==> src/rtl/slot_pkg.sv <==
// Shared types and constants for the reel spin sequencer and its reel channels.
// Default widths here match the sequencer's default parameters.
package slot_pkg;

    localparam int DEF_SPRITE_W = 3;
    localparam int DEF_OFFS_W   = 5;
    localparam int NUM_SPRITES  = 1 << DEF_SPRITE_W;
    localparam int SPRITE_ROWS  = 1 << DEF_OFFS_W;

    typedef logic [DEF_SPRITE_W-1:0] sprite_idx_t;

    typedef enum logic [1:0] {
        IDLE,
        SPIN,
        DONE
    } spin_state_t;

    // Decelerated step: half speed, never below one row per frame.
    function automatic int ease_step(input int speed);
        return ((speed >> 1) == 0) ? 1 : (speed >> 1);
    endfunction

endpackage

==> src/rtl/reel_spin_sequencer_if.sv <==
// Command/status bundle between firmware-side command logic and the reel spin sequencer.
interface reel_spin_sequencer_if #(
    parameter int NUM_REELS = 3,
    parameter int SPRITE_W  = 3,
    parameter int OFFS_W    = 5
);
    logic                          start_spin;
    logic [NUM_REELS*SPRITE_W-1:0] final_sprite;
    logic [NUM_REELS*SPRITE_W-1:0] reel_sprite;
    logic [NUM_REELS*OFFS_W-1:0]   reel_offset;
    logic                          busy;
    logic                          done;

    modport master (
        output start_spin,
        output final_sprite,
        input  reel_sprite,
        input  reel_offset,
        input  busy,
        input  done
    );

    modport slave (
        input  start_spin,
        input  final_sprite,
        output reel_sprite,
        output reel_offset,
        output busy,
        output done
    );
endinterface

==> src/rtl/reel_spin_sequencer_reel_channel.sv <==
// One reel: scrolls by a power-of-two step per frame and freezes exactly on its target sprite.
// Optional macro REEL_EASE_OUT_EN halves the step once the reel is allowed to stop.
module reel_channel
    import slot_pkg::*;
#(
    parameter int SPRITE_W = DEF_SPRITE_W,
    parameter int OFFS_W   = DEF_OFFS_W,
    parameter int SPEED    = 8
) (
    input  logic                clk,
    input  logic                reset,
    input  logic                tick,
    input  logic                load,
    input  logic                stop_req,
    input  logic [SPRITE_W-1:0] target_in,
    output logic [SPRITE_W-1:0] sprite,
    output logic [OFFS_W-1:0]   offset,
    output logic                stopped
);

    localparam int FAST_INT = SPEED;
`ifdef REEL_EASE_OUT_EN
    localparam int SLOW_INT = ease_step(SPEED);
`else
    localparam int SLOW_INT = SPEED;
`endif
    localparam logic [OFFS_W:0] FAST_STEP = FAST_INT[OFFS_W:0];
    localparam logic [OFFS_W:0] SLOW_STEP = SLOW_INT[OFFS_W:0];

    logic [SPRITE_W-1:0] target;
    logic [OFFS_W:0]     step;
    logic [OFFS_W:0]     offset_sum;
    logic                aligned;

    // The extra sum bit is the wrap carry, so a full-height step still advances the sprite.
    always_comb begin
        step       = stop_req ? SLOW_STEP : FAST_STEP;
        offset_sum = {1'b0, offset} + step;
        aligned    = stop_req && (offset == '0) && (sprite == target);
    end

    always_ff @(posedge clk or negedge reset) begin
        if (!reset) begin
            target  <= '0;
            sprite  <= '0;
            offset  <= '0;
            stopped <= 1'b0;
        end else if (load) begin
            target  <= target_in;
            stopped <= 1'b0;
        end else if (tick && !stopped) begin
            if (aligned) begin
                stopped <= 1'b1;
            end else begin
                offset <= offset_sum[OFFS_W-1:0];
                if (offset_sum[OFFS_W]) begin
                    sprite <= sprite + SPRITE_W'(1);
                end
            end
        end
    end

endmodule

==> src/rtl/reel_spin_sequencer.sv <==
// N-reel spin engine: frame tick from vsync, staggered stop requests, spin FSM and busy/done.
// Optional macro REEL_EASE_OUT_EN (in reel_channel) slows each reel once it may stop.
module reel_spin_sequencer
    import slot_pkg::*;
#(
    parameter int NUM_REELS      = 3,
    parameter int SPRITE_W       = DEF_SPRITE_W,
    parameter int OFFS_W         = DEF_OFFS_W,
    parameter int SPEED          = 8,
    parameter int SPIN_FRAMES    = 60,
    parameter int STAGGER_FRAMES = 20
) (
    input  logic                 clk,
    input  logic                 reset,
    input  logic                 vsync,
    reel_spin_sequencer_if.slave bus
);

    localparam int FRAME_MAX = SPIN_FRAMES + (NUM_REELS - 1) * STAGGER_FRAMES;
    localparam int CNT_W     = $clog2(FRAME_MAX + 2);
    localparam logic [CNT_W-1:0] CNT_MAX = CNT_W'(FRAME_MAX);

    spin_state_t          state;
    spin_state_t          state_next;
    logic                 load;
    logic                 vsync_p0;
    logic                 frame_tick_p1;
    logic                 spin_tick;
    logic [CNT_W-1:0]     frame_cnt;
    logic [NUM_REELS-1:0] stop_req;
    logic [NUM_REELS-1:0] stopped;

    // Stage p0: vsync history; stage p1: registered falling-edge pulse.
    always_ff @(posedge clk or negedge reset) begin
        if (!reset) begin
            vsync_p0      <= 1'b1;
            frame_tick_p1 <= 1'b0;
        end else begin
            vsync_p0      <= vsync;
            frame_tick_p1 <= vsync_p0 & ~vsync;
        end
    end

    assign spin_tick = frame_tick_p1 && (state == SPIN);

    always_ff @(posedge clk or negedge reset) begin
        if (!reset) begin
            state     <= IDLE;
            frame_cnt <= '0;
        end else begin
            state <= state_next;
            if (load) begin
                frame_cnt <= '0;
            end else if (spin_tick && (frame_cnt != CNT_MAX)) begin
                frame_cnt <= frame_cnt + CNT_W'(1);
            end
        end
    end

    always_comb begin
        state_next = state;
        load       = 1'b0;
        case (state)
            IDLE: begin
                if (bus.start_spin) begin
                    load       = 1'b1;
                    state_next = SPIN;
                end
            end
            SPIN: begin
                if (&stopped) begin
                    state_next = DONE;
                end
            end
            DONE:    state_next = IDLE;
            default: state_next = IDLE;
        endcase
    end

    assign bus.busy = (state == SPIN);
    assign bus.done = (state == DONE);

    for (genvar g = 0; g < NUM_REELS; g++) begin : g_reel
        localparam logic [CNT_W-1:0] STOP_AT = CNT_W'(SPIN_FRAMES + g * STAGGER_FRAMES);

        assign stop_req[g] = (frame_cnt >= STOP_AT);

        reel_channel #(
            .SPRITE_W (SPRITE_W),
            .OFFS_W   (OFFS_W),
            .SPEED    (SPEED)
        ) u_reel (
            .clk       (clk),
            .reset     (reset),
            .tick      (spin_tick),
            .load      (load),
            .stop_req  (stop_req[g]),
            .target_in (bus.final_sprite[g*SPRITE_W +: SPRITE_W]),
            .sprite    (bus.reel_sprite[g*SPRITE_W +: SPRITE_W]),
            .offset    (bus.reel_offset[g*OFFS_W +: OFFS_W]),
            .stopped   (stopped[g])
        );
    end

endmodule

==> src/flat_wrapper.sv <==
// flat-port wrapper written by rule: the top's interface ports become plain ports
module reel_spin_sequencer_flat import slot_pkg::*;
#(
    parameter int NUM_REELS      = 3,
    parameter int SPRITE_W       = DEF_SPRITE_W,
    parameter int OFFS_W         = DEF_OFFS_W,
    parameter int SPEED          = 8,
    parameter int SPIN_FRAMES    = 60,
    parameter int STAGGER_FRAMES = 20
)
  (clk, reset, vsync, bus_start_spin, bus_final_sprite, bus_reel_sprite, bus_reel_offset, bus_busy, bus_done);
  reel_spin_sequencer_if #(.NUM_REELS(NUM_REELS), .SPRITE_W(SPRITE_W), .OFFS_W(OFFS_W)) bus_i ();
  input  logic clk;
  input  logic reset;
  input  logic vsync;
  input wire logic [$bits(bus_i.start_spin)-1:0] bus_start_spin;
  input wire logic [$bits(bus_i.final_sprite)-1:0] bus_final_sprite;
  output wire logic [$bits(bus_i.reel_sprite)-1:0] bus_reel_sprite;
  output wire logic [$bits(bus_i.reel_offset)-1:0] bus_reel_offset;
  output wire logic [$bits(bus_i.busy)-1:0] bus_busy;
  output wire logic [$bits(bus_i.done)-1:0] bus_done;
  assign bus_i.start_spin = bus_start_spin;
  assign bus_i.final_sprite = bus_final_sprite;
  assign bus_reel_sprite = bus_i.reel_sprite;
  assign bus_reel_offset = bus_i.reel_offset;
  assign bus_busy = bus_i.busy;
  assign bus_done = bus_i.done;
  reel_spin_sequencer #(.NUM_REELS(NUM_REELS), .SPRITE_W(SPRITE_W), .OFFS_W(OFFS_W), .SPEED(SPEED), .SPIN_FRAMES(SPIN_FRAMES), .STAGGER_FRAMES(STAGGER_FRAMES)) u_core (.clk(clk), .reset(reset), .vsync(vsync), .bus(bus_i));
endmodule
==> config.mk <==
export PLATFORM = sky130hd
export DESIGN_NAME = reel_spin_sequencer_flat
export DESIGN_NICKNAME = d
export VERILOG_FILES = /design/src/rtl/slot_pkg.sv /design/src/rtl/reel_spin_sequencer_if.sv /design/src/rtl/reel_spin_sequencer_reel_channel.sv /design/src/rtl/reel_spin_sequencer.sv /design/src/flat_wrapper.sv
export SDC_FILE = /design/constraint.sdc
export NUM_CORES = 1
export LEC_CHECK = 0
export CORE_MARGIN = 5
export CORE_UTILIZATION = 46
export CTS_CLUSTER_DIAMETER = 120
export DETAILED_ROUTE_END_ITERATION = 8
export PLACE_DENSITY = 0.74
export SETUP_SLACK_MARGIN = 0.02
export SYNTH_ARGS = -nofsm -noshare
export SYNTH_HDL_FRONTEND = slang
export SYNTH_SLANG_ARGS = --single-unit
==> constraint.sdc <==
create_clock -name clk -period 1.6 [get_ports clk]
set_input_delay 0.32 -clock clk [delete_from_list [all_inputs] [get_ports clk]]
set_output_delay 0.32 -clock clk [all_outputs]
set_load 0.02 [all_outputs]
==> flow_summary.yaml <==
worst_setup_path:
  cp_data_arrival_time_ns: 1.78
  max_stage_delay_ns: 0.50
  reg2reg_depth: 6
  path_class: "reg2reg"
  reg2reg_to: "u_core.g_reel[1].u_reel.sprite[1]$_DFFE_PN0P_"
  path_max_fanout: 3
  cp_top_family: "simple AND/OR/NAND/NOR gates"
  crit_path_start_kind: "flop"
  rr_startpoint: "u_core.g_reel[1].u_reel.offset[3]$_DFFE_PN0P_"
  cp_cell_sequence: "inv_2 -> ha_4 -> o211ai_2 -> nor4_2 -> or4b_4 -> mux2_4"
  r2r_slack_ns: -0.003
  path_buf_inv: 1
  path_depth: 6
  critPathCaptureType: "flop"
  slowest_stage: "or4b_4"
  crit_required_ns: 1.77
clock_network:
  clock_sinks: 38
  clk_path_buf_depth: 2
  htree_levels: 2
  cts_root_buf: "clkbuf_8"
  clkSlewWorstSetupHoldPaths_ns: 0.07
  clk_latency_ns: 0.28
  cts_tree: "done"
  cts_buffers: 5
place:
  pre_cts_ws_ns: -0.0267
  post-dp-hpwl_um: 2800
  placedCellCount: 287
  finalWeightedCongestion: 0.845
  io_buffers: 29
  post_dp_cell_area_um2: 2490
run_status:
  status: "complete, but fails checks"
  violations: "negative setup slack"
yosys:
  syn_area_um2: 1950
  yosys.area.top_type: "dfrtp_1"
  yosysMostFrequentCell: "dfrtp_1"
  ys_seq_area_share_pct: 48.9
  syn_area_per_cell_um2: 10.6
  ys_ff_latch: 38
  synth_cell_type_count: 41
  yosysWarnings: 0
  ys_top_cells_by_count: "37 x dfrtp_1, 35 x nand2_1, 11 x ha_1, 11 x xor2_1, 10 x xnor2_1"
  synth_area_leaders: "dfrtp_1 48%, ha_1 7.1%, nand2_1 6.7%, xor2_1 4.9%, xnor2_1 4.5%"
  synth-edff-count: 0
  synth_top_area_share_pct: 47.6
  synth_cells: 184
  synthFlopType: "dfrtp_1"
  synth-async-reset-ratio_pct: 100
pwr:
  irDropWorstVdd_uv: 798
  leakage_nw: 1.33
  p_int_mw: 2.75
  pwr-share-seq_pct: 37.8
  p_per_area_nw_per_um2: 1700
  switching_share_pct: 38.6
  comb_power_share_pct: 47.1
  clkPwrFrac_pct: 15.0
  fin_total_pwr_mw: 4.48
  p_sw_mw: 1.73
finish:
  multi_input_comb_area_um2: 971
  drive_gt1_share_pct: 27.7
  antenna_cells: 0
  nets: 272
  nFillCells: 332
  syn_to_final_growth_pct: 35.2
  fin_cells: 299
  regArea_um2: 957
  design_area_um2: 2630
floorplanning:
  coreArea_um2: 4060
  ios: 39
  die_w_um: 75.1
  die_y_um: 75.1
  num_rows: 23
  die_area_um2: 5630
  start_util_pct: 48.0
timing:
  finalHoldViolCount: 0
  rsz0062_at_grt: "yes"
  slew_viol_final: 0
  period_needed_ns: 1.60
  fmax_mhz: 624
  finalHoldWorstSlack_ns: 0.467
  final-setup-viol-count: 1
  timing.final.crit_share_pct: 100
  setup_slack_ns: -0.00287
  clock-skew-final_ns: 0.00615
global_routing:
  grt_max_degree: 39
  grt_pass1_vias: 1439
  track_usage_pct: 14.7
  antenna_found_initial: 0
  grt_pass1_wl_um: 6200
  grt_overflow: 0
route:
  drc: 0
  antenna_left: 0
  dr.pass1.iters: 4
  dr_total_vias: 1449
  wire_per_inst_um: 12.9
  first_iter_violations: 53
  wl_um: 3860
  vias_per_cell: 4.85
min_path:
  min_path_cells: 1
  hp-start: "vsync"
  min_delay_worst_endpoint: "u_core.vsync_p0$_DFF_PN1_"
  hp-class: "in2reg"
run:
  maxCapViolCount: 0
==> cells by family (layout without fill, tap and decap cells) <==
kind of cell	Yosys count	count (layout)	share of synthesized area [%]
buffers and inverters	21	78	5.85
xor gates and xnor gates	21	21	9.45
AOI/OAI and AO/OA	12	12	4.43
and+or+nand+nor	70	70	18.4
adders and majority gates	11	11	7.07
DFF	38	38	48.9
muxes	10	10	5.72
other	1	9	0.193
==> metrics by stage <==
stage | util (%) | setup TNS [ns]
2_1_floorplan | - | -0.139
3_3_place_gp | 61.4 | -0.000887
3_5_place_dp | 61.4 | -0.0267
4_1_cts | 63.4 | -0.00386
5_1_grt | 64.8 | -0.211
6_report | 64.8 | -0.00287
==> layer usage <==
layer / up-vias / share of wire, % / global-route usage [%]
li1: 720 / - / -
met1: 687 / 43 / 17.7
met2: 36 / 50 / 23.8
met3: 6 / 5.8 / 4.01
met4: 0 / 1.9 / 7.71
met5: - / 0 / 0
==> power by group through the flow <==
stage	registers [mW]	logic [mW]	clock network (mW)
2_1_floorplan	1.96	0.930	0
3_3_place_gp	1.71	2.09	0
3_5_place_dp	1.72	2.13	0
4_1_cts	1.71	2.01	0.700
5_1_grt	1.76	2.34	0.722
6_report	1.70	2.11	0.675
==> sequential cells by signal (all words and copies together) (netlist names) <==
name and flops:
u_core.g_reel.u_reel.sprite 9, u_core.g_reel.u_reel.target 9, u_core.frame_cnt 7, u_core.g_reel.u_reel.offset 6
u_core.g_reel.u_reel.stopped 3, u_core.state 2, u_core.frame_tick_p1 1, u_core.vsync_p0 1
==> how the worst max path moves through the flow <==
stage	startpoint	slack (ns)	endpoint
after detailed placement	u_core.g_reel[1].u_reel.offset[4]$_DFFE_PN0P_	-0.03	u_core.g_reel[1].u_reel.sprite[1]$_DFFE_PN0P_
after CTS	u_core.g_reel[1].u_reel.offset[3]$_DFFE_PN0P_	-0.004	u_core.g_reel[1].u_reel.sprite[1]$_DFFE_PN0P_
after global placement	u_core.g_reel[1].u_reel.offset[4]$_DFFE_PN0P_	-0.0009	u_core.g_reel[1].u_reel.sprite[1]$_DFFE_PN0P_
after floorplan	u_core.g_reel[1].u_reel.offset[3]$_DFFE_PN0P_	-0.11	u_core.g_reel[1].u_reel.sprite[1]$_DFFE_PN0P_
final	u_core.g_reel[1].u_reel.offset[3]$_DFFE_PN0P_	-0.003	u_core.g_reel[1].u_reel.sprite[1]$_DFFE_PN0P_
after global routing	u_core.g_reel[1].u_reel.sprite[0]$_DFFE_PN0P_	-0.07	u_core.g_reel[1].u_reel.offset[4]$_DFFE_PN0P_
==> final cells by class <==
| class | count | area share (%) |
|---|---|---|
| clock buffers | 7 | 3.28 |
| flip-flops and latches | 38 | 36.4 |
| multi-input cells | 133 | 36.9 |
| repair buffers | 61 | 19.6 |
| inverters | 9 | 1.28 |
| clock inverters | 1 | 0.190 |
| well taps | 50 | 2.38 |
==> what timing repair did <==
action                                 CTS  global route
buffers inserted                         0             3
hold buffers                             1             0
resized for setup                       19            16
endpoints found under the hold margin   37             0
pin swaps                                1             3
setup endpoints to repair               20            14
==> cell usage in the layout, fill, tap and decap left out, types with 3 or more instances in the layout <==
cell             synthesis  layout
nand2_1                 35      35
dfrtp_1                 37      33
buf_4                    9      29
dlygate4sd2_1            0      15
xor2_1                  11      11
clkdlybuf4s50_1          0      11
ha_1                    11      10
xnor2_1                 10       9
conb_1                   1       9
inv_1                    9       7
nor2_1                   9       7
clkbuf_8                 0       6
nand4_1                  4       4
mux2_2                   5       4
mux2i_1                  4       4
dfrtp_2                  0       4
nor3_1                   4       3
and3_1                   3       3
(Power assumes the default switching activity.)
